--- src/rtl/button_pulse_conditioner.sv ---
// Push-button conditioner: normalise, synchronise, debounce, edge-detect, optional auto-repeat.
// Define AUTO_REPEAT_EN to build the repeat FSM; otherwise pb_step mirrors pb_down.
module button_pulse_conditioner #(
    parameter int unsigned DEBOUNCE_CYCLES = 250000,
    parameter int unsigned REPEAT_DELAY    = 25000000,
    parameter int unsigned REPEAT_PERIOD   = 5000000,
    parameter bit          PB_ACTIVE_LOW   = 1'b1
) (
    input  logic clock,
    input  logic reset_n,
    input  logic PB,
    output logic pb_state,
    output logic pb_down,
    output logic pb_up,
    output logic pb_step
);

    localparam int unsigned CW = (DEBOUNCE_CYCLES > 1) ? $clog2(DEBOUNCE_CYCLES + 1) : 1;
    localparam logic [CW-1:0] CNT_LAST = CW'(DEBOUNCE_CYCLES - 1);

    logic          w_pb_norm;
    logic          r_sync1;
    logic          r_sync2;
    logic [CW-1:0] r_cnt;
    logic [CW-1:0] w_cnt_nxt;
    logic          w_toggle;
    logic          w_state_nxt;
    logic          w_rise;
    logic          w_fall;
    logic          w_step_nxt;
    logic          r_pb_state;
    logic          r_pb_down;
    logic          r_pb_up;
    logic          r_pb_step;

    assign w_pb_norm = PB_ACTIVE_LOW ? ~PB : PB;

    always_comb begin
        w_cnt_nxt = '0;
        w_toggle  = 1'b0;
        if (r_sync2 != r_pb_state) begin
            if (r_cnt == CNT_LAST) begin
                w_toggle = 1'b1;
            end else begin
                w_cnt_nxt = r_cnt + CW'(1);
            end
        end
    end

    assign w_state_nxt = r_pb_state ^ w_toggle;
    assign w_rise      = w_toggle & ~r_pb_state;
    assign w_fall      = w_toggle & r_pb_state;

`ifdef AUTO_REPEAT_EN
    localparam int unsigned REP_MAX = (REPEAT_DELAY > REPEAT_PERIOD) ? REPEAT_DELAY : REPEAT_PERIOD;
    localparam int unsigned TW = (REP_MAX > 1) ? $clog2(REP_MAX) : 1;
    localparam logic [TW-1:0] DELAY_LAST  = TW'(REPEAT_DELAY - 1);
    localparam logic [TW-1:0] PERIOD_LAST = TW'(REPEAT_PERIOD - 1);

    typedef enum logic [1:0] {StIdle, StDelay, StRepeat} rep_state_e;

    rep_state_e    r_rep_state;
    rep_state_e    w_rep_state_nxt;
    logic [TW-1:0] r_timer;
    logic [TW-1:0] w_timer_nxt;
    logic          w_rep_pulse;

    // Looking at the next debounced level lets a same-edge release cancel a due repeat.
    always_comb begin
        w_rep_state_nxt = r_rep_state;
        w_timer_nxt     = r_timer;
        w_rep_pulse     = 1'b0;
        if (!w_state_nxt) begin
            w_rep_state_nxt = StIdle;
            w_timer_nxt     = '0;
        end else begin
            unique case (r_rep_state)
                StIdle: begin
                    if (w_rise) begin
                        w_rep_state_nxt = StDelay;
                        w_timer_nxt     = '0;
                    end
                end
                StDelay: begin
                    if (r_timer == DELAY_LAST) begin
                        w_rep_pulse     = 1'b1;
                        w_rep_state_nxt = StRepeat;
                        w_timer_nxt     = '0;
                    end else begin
                        w_timer_nxt = r_timer + TW'(1);
                    end
                end
                StRepeat: begin
                    if (r_timer == PERIOD_LAST) begin
                        w_rep_pulse = 1'b1;
                        w_timer_nxt = '0;
                    end else begin
                        w_timer_nxt = r_timer + TW'(1);
                    end
                end
                default: begin
                    w_rep_state_nxt = StIdle;
                    w_timer_nxt     = '0;
                end
            endcase
        end
    end

    always_ff @(posedge clock) begin
        if (!reset_n) begin
            r_rep_state <= StIdle;
            r_timer     <= '0;
        end else begin
            r_rep_state <= w_rep_state_nxt;
            r_timer     <= w_timer_nxt;
        end
    end

    assign w_step_nxt = w_rise | w_rep_pulse;
`else
    logic w_unused_cfg;
    assign w_unused_cfg = ^{32'(REPEAT_DELAY), 32'(REPEAT_PERIOD)};
    assign w_step_nxt   = w_rise;
`endif

    always_ff @(posedge clock) begin
        if (!reset_n) begin
            r_sync1    <= 1'b0;
            r_sync2    <= 1'b0;
            r_cnt      <= '0;
            r_pb_state <= 1'b0;
            r_pb_down  <= 1'b0;
            r_pb_up    <= 1'b0;
            r_pb_step  <= 1'b0;
        end else begin
            r_sync1    <= w_pb_norm;
            r_sync2    <= r_sync1;
            r_cnt      <= w_cnt_nxt;
            r_pb_state <= w_state_nxt;
            r_pb_down  <= w_rise;
            r_pb_up    <= w_fall;
            r_pb_step  <= w_step_nxt;
        end
    end

    assign pb_state = r_pb_state;
    assign pb_down  = r_pb_down;
    assign pb_up    = r_pb_up;
    assign pb_step  = r_pb_step;

endmodule

--- config.mk ---
export PLATFORM = sky130hd
export DESIGN_NAME = button_pulse_conditioner
export DESIGN_NICKNAME = d
export VERILOG_FILES = /design/src/rtl/button_pulse_conditioner.sv
export SDC_FILE = /design/constraint.sdc
export NUM_CORES = 1
export LEC_CHECK = 0
export CORE_MARGIN = 10
export CORE_UTILIZATION = 55
export CTS_CLUSTER_DIAMETER = 80
export DETAILED_ROUTE_END_ITERATION = 6
export PLACE_DENSITY = 0.75
export SLEW_MARGIN = 25
export SYNTH_ARGS = -nofsm -noshare
export SYNTH_HDL_FRONTEND = slang
export SYNTH_SLANG_ARGS = --single-unit
export TNS_END_PERCENT = 100
--- constraint.sdc ---
create_clock -name clock -period 2.3 [get_ports clock]
set_input_delay 0.69 -clock clock [delete_from_list [all_inputs] [get_ports clock]]
set_output_delay 0.69 -clock clock [all_outputs]
set_load 0.01 [all_outputs]
* Word-level counts from Yosys, hierarchy flattened
Cells that the tools add are included.
Operators by class: shift-type cells 0, equality and inequality tests 2, order comparisons 0, multiply operators 0, divide/modulo/power cells 0, $add $sub $neg 1, reduce and logical (&&, ||, !) cells 1, mux-type cells 2, bitwise logic cells 7
Operator list (number):
- $add A18 B1 Y18 const B | 1
- $eq A18 B18 Y1 const B | 1
- $not A1 Y1 | 4
- $reduce_or A3 Y1 | 1
- $and A1 B1 Y1 | 2
- $mux W1 | 2
- $ne A1 B1 Y1 | 1
- $xor A1 B1 Y1 | 1
Storage, ports and cells: input port bits 3, bits in latches 0, register bits 23, memories kept 0, bits in writable memories 0, output and inout port bits 4, ROM bits 0

* Longest topological paths before layout
Gate-level depths: netlist of run 1.
depth after elaboration 4, mapped depth 5, mapped depth without buffers 5

* Worst setup path after synthesis of run 1
Ideal clock, no wire load.
path type reg-to-reg, start point reg r_cnt[8], end point reg r_cnt[13], buffers on the path 1, arrival 1.580 ns, required time 2.185 ns, stages on the path, launching flop included 6, path slack 0.606 ns, cell sequence dfxtp_1 -> nor4b_2 -> nand4_1 -> o41ai_4 -> buf_6 -> nor2_1
On the way: word-level cells in the longest chain between the ends 2, elaborated cells between the ends (all ways) 3, those cells by class add/sub: 1; eq/ne: 1; reduce/logical: 1
RTL lines:
- from (decl) | line 24 | logic [CW-1:0] r_cnt;
- from (signal assigned) | line 138 | r_cnt <= w_cnt_nxt;
- parallel branches: the longest is 2 deep, another holds $add A18 B1 Y18
Several ways; the timed one is not identified. A chain may end at the register's enable or synchronous reset.

* Worst setup path after layout of run 1
start point reg r_cnt[11], end point reg r_cnt[4]
On the way: word-level cells in the longest chain between the ends 2
RTL lines:
- $eq A18 B18 Y1 | line 42 | if (r_cnt == CNT_LAST) begin
- $reduce_or A3 Y1 (no line)
Every way passes these cells.

==> results.sh, run 1 <==
export IMPL_holdPathEnd="r_sync2"
export IMPL_synth_compound_area_share=0.04494
export IMPL_switching_share=0.2114
export IMPL_grt_max_degree=19
export IMPL_ant_nets=0
export IMPL_reg2regPathDepth=3
export IMPL_dp_cells=138
export IMPL_combPwrFrac=0.018
export IMPL_cap_violations=0
export IMPL_worstPathArrival_ns=2.19
export IMPL_gp_congestion=0.8015
export IMPL_hpwl_mm=1.257
export IMPL_wl_per_cell_um=11.93
export IMPL_path_buf_inv=0
export IMPL_synth_top_cells_by_area="dfxtp_1, xnor2_1, nor2_1"
export IMPL_synth_fp_nets=111
export IMPL_cp_required_ns=2.47
export IMPL_drive_gt1_frac=0.08547
export IMPL_die_width_um=62.69
export IMPL_switchingPower_w=0.0001266
export IMPL_synth_mux_area_frac=0.009988
export IMPL_grt_usage=0.08972
export IMPL_p_clk_frac=0.311
export IMPL_finalWirelength_mm=1.694
export IMPL_synth_edf_count=0
export IMPL_critPathLaunchType="flip-flop"
export IMPL_netlist_area_um2=1002
export IMPL_clockBufferDepth=2
export IMPL_crit_path_max_fanout=18
export IMPL_vias=722
export IMPL_internal_power_w=0.0004724
export IMPL_min_path_type="flip-flop to flip-flop"
export IMPL_crit_slowest_cell="o41ai_4"
export IMPL_ys_top_cells_by_count="dfxtp_1, nor2_1, xnor2_1, nor4_1, nand3_1"
export IMPL_dieArea_um2=3929
export IMPL_synth_xor_area_share=0.1311
export IMPL_max_stage_delay_ns=0.86
export IMPL_path_cells="or3b_2 > o41ai_4 > nor2_1"
export IMPL_max_freq_ghz=0.4946
export IMPL_root_buffer="clkbuf_4"
export IMPL_first_pass_iters=4
export IMPL_crit_family="compound AO/OA/AOI/OAI gates"
export IMPL_core_area_um2=1727
export IMPL_rows=15
export IMPL_yosysSeqAreaShare=0.4594
export IMPL_synthSimpleGateAreaFrac=0.3084
export IMPL_async_flop_share=0
export IMPL_synthAdderAreaFrac=0.01248
export IMPL_r2r_setup_slack_ns=0.28
export IMPL_finalMaxSlewViolations=0
export IMPL_relSlewSlack=0.3916
export IMPL_remaining_drc_errors=0
export IMPL_htreeDepth=1
export IMPL_end_kind="flip-flop"
export IMPL_period_needed_ns=2.022
export IMPL_post_cts_buffers=0
export IMPL_hp_start="r_sync1"
export IMPL_port_buffers=6
export IMPL_cts_sinks=23
export IMPL_stdcell_count=142
export IMPL_leakage_nw=0.3272
export IMPL_start_util=0.5804
export IMPL_synth_flop_cell="dfxtp_1"
export IMPL_cts_resized=0
export IMPL_pin_count=7
export IMPL_synth_distinct_cells=26
export IMPL_yosys_area_top_type="dfxtp_1"
export IMPL_grt_pass1_wl_mm=2.904
export IMPL_synth_top_area_frac=0.4594
export IMPL_hold_depth=1
export IMPL_cts_made_buffers=3
export IMPL_clkTransAtPathRegs_ns=0.13
export IMPL_post_route_util=0.6486
export IMPL_tns_ns=0
export IMPL_die_height_um=62.69
export IMPL_hold_buffers=0
export IMPL_p_seq_frac=0.670
export IMPL_drt_iter0_drc=16
export IMPL_irDropWorstVdd_v=0.0004544
export IMPL_final_nets=122
export IMPL_rsz0062_at_grt="false"
export IMPL_synth_top_family_by_area="simple AND/OR/NAND/NOR gates"
export IMPL_hold_viol_final=0
export IMPL_setup_viol=0
export IMPL_worst_pin_slew_ns=0.9095
export IMPL_worstReg2RegStart="r_cnt[11]"
export IMPL_first_global_vias=647
export IMPL_grt_overflow=0
export IMPL_powerDensity_nw_per_um2=535.0
export IMPL_r2r_end="r_cnt[4]"
export IMPL_path_class="flip-flop to flip-flop"
export IMPL_syn_inst=107
export IMPL_yosysMostFrequentCell="dfxtp_1"
export IMPL_power_total_w=0.0005991
export IMPL_skew_ns=0.007434
export IMPL_antenna_found_initial=0
export IMPL_cts_tree="yes"
export IMPL_clk_latency_ns=0.31
export IMPL_syn_avg_cell_area_um2=9.366
export IMPL_n_antenna_cell=0
export IMPL_area_growth_synth_to_final_pct=11.73
export IMPL_viasPerCell=5.085
export IMPL_post_route_period_util=0.8790
export IMPL_outcome="finished, final reports clean"
export IMPL_ys_seq_elements=23
export IMPL_ys_warn_count=0
## stage by stage
stage / hold slack, ns / setup WS (ns) / area (um2)
2_1_floorplan: 0.4118 / 0.6056 / 1002
6_report: 0.4546 / 0.2783 / 1120
3_5_place_dp: 0.4299 / 0.2705 / 1090
5_1_grt: 0.4827 / 0.06822 / 1120
4_1_cts: 0.4612 / 0.2480 / 1120
3_3_place_gp: 0.4182 / 0.3173 / 1090
## layer usage
layer / vias to the layer above / GRT usage / part of all wire
li1: 389 / - / -
met5: - / 0 / 0
met2: 9 / 0.1359 / 0.47
met1: 322 / 0.1099 / 0.49
met4: 0 / 0.04190 / 0.0071
met3: 2 / 0.03226 / 0.033
## layout by cell type, fill, tap and decap left out, drive strengths merged
cell type | netlist | layout
a21oi | 1 | 1
and2 | 1 | 1
and3 | 2 | 2
buf | 2 | 2
clkbuf | 0 | 3
clkdlybuf4s50 | 0 | 6
clkinvlp | 0 | 1
dfxtp | 23 | 23
ha | 1 | 1
inv | 4 | 4
mux2i | 1 | 1
nand2 | 5 | 5
nand3 | 6 | 6
nand4 | 5 | 5
nor2 | 20 | 20
nor2b | 3 | 3
nor3 | 4 | 4
nor4 | 7 | 7
nor4b | 1 | 1
o21a | 1 | 1
o21ai | 1 | 1
o41ai | 1 | 1
or3 | 1 | 1
or3b | 1 | 1
or4 | 1 | 1
xnor2 | 14 | 14
xor2 | 1 | 1
## power groups by stage
stage / registers [W] / logic [W] / clock network, W
final: 0.000402 / 0.0000108 / 0.000187
after global routing: 0.000402 / 0.0000120 / 0.000210
after CTS: 0.000402 / 0.0000110 / 0.000196
after detailed placement: 0.000411 / 0.0000109 / 0
after global placement: 0.000410 / 0.0000106 / 0
after floorplan: 0.000410 / 0.00000632 / 0
## worst register-to-register path: stages, from the launching register on
cell and delay (ns):
dfxtp_1 0.38, or3b_2 0.53, o41ai_4 0.86, nor2_1 0.12
## state kept, by name, indices dropped and copies added, names as in the netlist, named ones only
register and count:
pb_step 1, r_cnt 18, r_sync2 1, pb_up 1
r_sync1 1
## cells by family (layout without fill, tap and decap cells)
family | after synthesis | count (layout)
multiplexers | 1 | 1
AND/OR/NAND/NOR | 57 | 57
AO/OA/AOI/OAI | 4 | 4
buffers and inverters | 6 | 16
XOR/XNOR | 15 | 15
flip-flops | 23 | 23
adder cells (fa/ha/maj) | 1 | 1
## final cells by class
type	count	area, um2
Clock buffer	3	22.52
Clock inverter	1	7.507
Fill cell	160	606.8
Inverter	4	15.01
Multi-Input combinational cell	78	508.0
Sequential cell	23	460.4
Tap cell	25	31.28
Timing Repair Buffer	8	75.07
## worst max-delay path by stage
stage	from	to	slack, ns	depth (start not counted)
2_1_floorplan	r_cnt[8]	r_cnt[13]	0.61	5
3_3_place_gp	r_cnt[11]	r_cnt[15]	0.32	3
3_5_place_dp	r_cnt[11]	r_cnt[15]	0.27	3
4_1_cts	r_cnt[8]	r_cnt[9]	0.25	4
5_1_grt	r_cnt[8]	r_cnt[4]	0.07	4
6_report	r_cnt[11]	r_cnt[4]	0.28	3
Note: power is estimated with default switching activity, not from simulation.
==> inputs of run 2 (changes only) <==
ABC_AREA = 1   (was default)
CORE_ASPECT_RATIO = 0.6   (was default)
PLACE_DENSITY = 0.74   (was 0.75)
==> results.sh, run 2 <==
export IMPL_ys_warn_count=0
export IMPL_async_flop_share=0
export IMPL_max_stage_delay_ns=0.57
export IMPL_yosysMostFrequentCell="nand2_1"
export IMPL_ys_seq_elements=23
export IMPL_cp_required_ns=1.61
export IMPL_syn_inst=167
export IMPL_n_antenna_cell=0
export IMPL_path_buf_inv=1
export IMPL_setup_viol=0
export IMPL_grt_max_degree=19
export IMPL_stdcell_area_um2=1325
export IMPL_dieArea_um2=4528
export IMPL_largest_reg_flops=18
export IMPL_yosysSeqAreaShare=0.3817
export IMPL_netlist_area_um2=1206
export IMPL_leakage_nw=0.4818
export IMPL_wl_met2_mm=1.033
export IMPL_wl_per_cell_um=11.31
export IMPL_syn_avg_cell_area_um2=7.222
export IMPL_top_layer="met4"
export IMPL_htreeDepth=1
export IMPL_die_height_um=56.28
export IMPL_synth_distinct_cells=24
export IMPL_period_needed_ns=1.949
export IMPL_ys_top_cells_by_count="nand2_1, nor2_1, dfxtp_1, inv_1"
export IMPL_path_class="flip-flop to output pin"
export IMPL_place_area_um2=1276
export IMPL_clkTransAtPathRegs_ns=0.09
export IMPL_outcome="finished, final reports clean"
export IMPL_start_util=0.5661
export IMPL_drive_gt1_frac=0.1486
export IMPL_post_cts_buffers=0
export IMPL_powerDensity_nw_per_um2=506.2
export IMPL_post_route_period_util=0.8474
export IMPL_die_width_um=80.46
export IMPL_synth_flop_cell="dfxtp_1"
export IMPL_dp_slack_ns=0.2833
export IMPL_critPathLaunchType="flip-flop"
export IMPL_worst_pin_slew_ns=0.3053
export IMPL_synth_fp_nets=171
export IMPL_antenna_found_initial=0
export IMPL_final_cell_mix="nand2_1, nor2_1, dfxtp_1"
export IMPL_relSlewSlack=0.7957
export IMPL_port_buffers=6
export IMPL_cts_made_buffers=3
export IMPL_grt_pass1_wl_mm=4.257
export IMPL_path_cells="clkdlybuf4s50_1"
export IMPL_clockBufferDepth=2
export IMPL_first_global_vias=949
export IMPL_grt_overflow=0
export IMPL_cts_tree="yes"
export IMPL_cts_resized=0
export IMPL_grt_usage=0.1147
export IMPL_gp_congestion=0.8631
export IMPL_vias=1020
export IMPL_finalMaxSlewViolations=0
export IMPL_remaining_drc_errors=0
export IMPL_first_pass_iters=4
export IMPL_hold_buffers=0
export IMPL_pin_count=7
export IMPL_worstPathArrival_ns=1.26
export IMPL_crit_slowest_cell="clkdlybuf4s50_1"
export IMPL_hold_viol_final=0
export IMPL_clk_latency_ns=0.27
export IMPL_cap_violations=0
export IMPL_area_growth_synth_to_final_pct=9.855
export IMPL_synth_top_area_frac=0.3817
export IMPL_min_path_type="flip-flop to flip-flop"
export IMPL_skew_ns=0.004495
export IMPL_core_area_um2=2131
export IMPL_tns_ns=0
export IMPL_ant_nets=0
export IMPL_finalWirelength_mm=2.318
export IMPL_root_buffer="clkbuf_8"
export IMPL_viasPerCell=4.976
export IMPL_end_kind="output pin"
export IMPL_synth_edf_count=0
export IMPL_drt_iter0_drc=60
export IMPL_regMostFlops="r_cnt"
export IMPL_final_common_cell="nand2_1"
export IMPL_irDropWorstVdd_v=0.0003944
export IMPL_setup_ws_ns=0.3509
export IMPL_max_freq_ghz=0.5131
export IMPL_power_total_w=0.0006707
export IMPL_rsz0062_at_grt="false"
export IMPL_wl_met1_mm=1.125
export IMPL_hpwl_mm=1.751
export IMPL_rows=13
export IMPL_synth_top_cells_by_area="dfxtp_1, nand2_1, nor2_1"
export IMPL_crit_path_max_fanout=6
export IMPL_final_nets=180
export IMPL_crit_family="buffers and inverters"
export IMPL_wl_met3_um=150
export IMPL_yosys_area_top_type="dfxtp_1"
export IMPL_cts_sinks=23
-- run 2: changes by cell type in the layout (fill, tap and decap cells not counted), sizes merged, moves of 5 or more --
cell	change
nand2	+34
nor4	-7
xnor2	-11
inv	+19
nand3	+8
xor2	+5
nor2	+23
-- run 2: kinds of logic after synthesis --
kind of cell,count (synthesis),synth area share
XOR/XNOR,9,0.06536
buffers and inverters,25,0.09440
AO/OA/AOI/OAI,3,0.01659
AND/OR/NAND/NOR,106,0.4315
flip-flops,23,0.3817
adder cells (fa/ha/maj),1,0.01037
-- run 2: through the flow --
| step | instances | hold WS (ns) | utilization |
|---|---|---|---|
| finish | 205 | 0.4270 | 0.6218 |
| CTS | 205 | 0.4308 | 0.6218 |
| global route | 205 | 0.4516 | 0.6218 |
| global placement | 201 | 0.4095 | 0.5989 |
| detailed placement | 201 | 0.4082 | 0.5989 |
| floorplan | 167 | 0.3900 | - |
-- run 2: cell type report --
| class | instances | area [um2] |
|---|---|---|
| fill | 215 | 805.8 |
| multi-input combinational | 119 | 631.9 |
| sequential | 23 | 460.4 |
| inverter | 23 | 86.33 |
| timing repair buffer | 6 | 60.06 |
| clock buffer | 3 | 41.29 |
| tap | 30 | 37.54 |
| clock inverter | 1 | 7.507 |
-- run 2: path summary, 6_finish.rpt --
path                            startpoint   endpoint  slack, ns  depth (start not counted)
worst max register to register    r_cnt[0]  r_cnt[15]       0.79                          6
worst max-delay path             flip-flop   pb_state       0.35                          1
worst min-delay path               r_sync1    r_sync2       0.43                          2
worst min register to register     r_sync1    r_sync2       0.43                          2
-- run 2: worst reg2reg max path, cell delays in order (launching register included) --
cell,delay (ns)
dfxtp_1,0.42
ha_1,0.26
nand3_4,0.13
nor2_2,0.13
nand3b_2,0.13
nand2_4,0.25
nor2_1,0.09
-- run 2: where the power goes --
part | internal [W] | switching, W | leakage, nW
clock | 0.000123 | 0.000134 | 0.0217
sequential | 0.000400 | 0.00000158 | 0.186
combinational | 0.00000522 | 0.00000695 | 0.274
-- run 2: routing by layer --
metal,track usage,vias to the layer above
met5,0,-
met2,0.1833,27
met4,0.01500,0
li1,-,526
met1,0.1453,465
met3,0.04286,2
==> inputs of run 3 (changes only) <==
clock period = 1.8 ns   (was 2.3 ns; I/O delays follow)
==> results.sh, run 3 (synthesis gave the netlist of run 2 again) <==
export IMPL_outcome="finished, final reports clean"
export IMPL_hpwl_mm=1.748
export IMPL_largest_reg_flops=18
export IMPL_min_path_type="flip-flop to flip-flop"
export IMPL_grt_usage=0.1082
export IMPL_relSlewSlack=0.7806
export IMPL_irDropWorstVdd_v=0.0004489
export IMPL_p_seq_frac=0.602
export IMPL_area_growth_synth_to_final_pct=10.37
export IMPL_combPwrFrac=0.021
export IMPL_clkTransAtPathRegs_ns=0.08
export IMPL_root_buffer="clkbuf_8"
export IMPL_max_stage_delay_ns=0.55
export IMPL_powerDensity_nw_per_um2=639.6
export IMPL_end_kind="output pin"
export IMPL_grt_max_degree=19
export IMPL_leakage_nw=0.4909
export IMPL_grt_overflow=0
export IMPL_stdcell_area_um2=1331
export IMPL_vias=994
export IMPL_remaining_drc_errors=0
export IMPL_viasPerCell=4.825
export IMPL_skew_ns=0.001967
export IMPL_hold_buffers=0
export IMPL_finalMaxSlewViolations=0
export IMPL_die_height_um=56.28
export IMPL_worst_pin_slew_ns=0.3279
export IMPL_switching_share=0.2089
export IMPL_post_cts_buffers=0
export IMPL_finalWirelength_mm=2.279
export IMPL_worstPathArrival_ns=1.19
export IMPL_clk_latency_ns=0.26
export IMPL_rows=13
export IMPL_post_route_util=0.6248
export IMPL_first_global_vias=897
export IMPL_rsz0062_at_grt="false"
export IMPL_drt_iter0_drc=91
export IMPL_port_buffers=6
export IMPL_hold_viol_final=0
export IMPL_power_total_w=0.0008514
export IMPL_internal_power_w=0.0006736
export IMPL_cts_tree="yes"
export IMPL_final_nets=181
export IMPL_regMostFlops="r_cnt"
export IMPL_cts_sinks=23
export IMPL_path_cells="clkdlybuf4s50_1"
export IMPL_start_util=0.5661
export IMPL_n_antenna_cell=0
export IMPL_final_common_cell="nand2_1"
export IMPL_wl_met3_um=102
export IMPL_crit_path_max_fanout=6
export IMPL_cap_violations=0
export IMPL_gp_congestion=0.8662
export IMPL_dieArea_um2=4528
export IMPL_cts_made_buffers=3
export IMPL_grt_pass1_wl_mm=4.043
export IMPL_p_clk_frac=0.377
export IMPL_tns_ns=0
export IMPL_wl_met1_mm=1.175
export IMPL_setup_viol=0
export IMPL_core_area_um2=2131
export IMPL_cp_required_ns=1.26
export IMPL_clockBufferDepth=2
export IMPL_post_route_period_util=0.9618
export IMPL_wl_met2_um=985
export IMPL_critPathLaunchType="flip-flop"
export IMPL_htreeDepth=1
export IMPL_pin_count=7
export IMPL_first_pass_iters=4
export IMPL_crit_family="buffers and inverters"
export IMPL_period_needed_ns=1.731
export IMPL_place_area_um2=1284
export IMPL_drive_gt1_frac=0.1591
export IMPL_path_class="flip-flop to output pin"
export IMPL_path_buf_inv=1
export IMPL_wl_per_cell_um=11.06
export IMPL_ant_nets=0
export IMPL_cts_resized=1
export IMPL_crit_slowest_cell="clkdlybuf4s50_1"
export IMPL_switchingPower_w=0.0001779
export IMPL_die_width_um=80.46
export IMPL_antenna_found_initial=0
export IMPL_final_cell_mix="nand2_1, nor2_1, inv_1, dfxtp_1"
export IMPL_top_layer="met4"
export IMPL_max_freq_ghz=0.5776
run 3: cell count changes in the layout (fill, tap and decap cells not counted), sizes merged:
cell      delta
buf          +1
clkinv       +1
clkinvlp     -1
run 3: per-layer routing:
layer / GRT usage / up-vias
li1: - / 530
met5: 0 / -
met1: 0.1534 / 441
met4: 0.01750 / 0
met2: 0.1527 / 21
met3: 0.03810 / 2
run 3: stage by stage:
step	hold WS, ns	cells	setup WS (ns)
6_report	0.4240	206	0.06873
5_1_grt	0.4633	206	0.03028
4_1_cts	0.4253	206	0.05956
3_5_place_dp	0.4060	202	0.01070
3_3_place_gp	0.3993	202	0.05672
2_1_floorplan	0.3900	167	0.4545
run 3: worst paths after layout:
| path | start | end | slack [ns] | cells after the start |
|---|---|---|---|---|
| max | flip-flop | pb_state | 0.07 | 1 |
| min reg2reg | r_sync1 | r_sync2 | 0.42 | 2 |
| max reg2reg | r_cnt[0] | r_cnt[15] | 0.32 | 6 |
| min | r_sync1 | r_sync2 | 0.42 | 2 |
run 3: final cells by class:
cell class / instances / area (um2)
Clock inverter: 1 / 5.005
Inverter: 23 / 86.33
Clock buffer: 3 / 41.29
Timing Repair Buffer: 7 / 67.56
Sequential cell: 23 / 461.7
Fill cell: 183 / 799.5
Tap cell: 30 / 37.54
Multi-Input combinational cell: 119 / 631.9
run 3: power groups by stage:
| stage | sequential (W) | clock, W | combinational (W) |
|---|---|---|---|
| global placement | 0.000525 | 0 | 0.0000172 |
| CTS | 0.000513 | 0.000331 | 0.0000178 |
| floorplan | 0.000525 | 0 | 0.0000114 |
| finish | 0.000513 | 0.000321 | 0.0000177 |
| detailed placement | 0.000525 | 0 | 0.0000178 |
| global route | 0.000513 | 0.000358 | 0.0000199 |
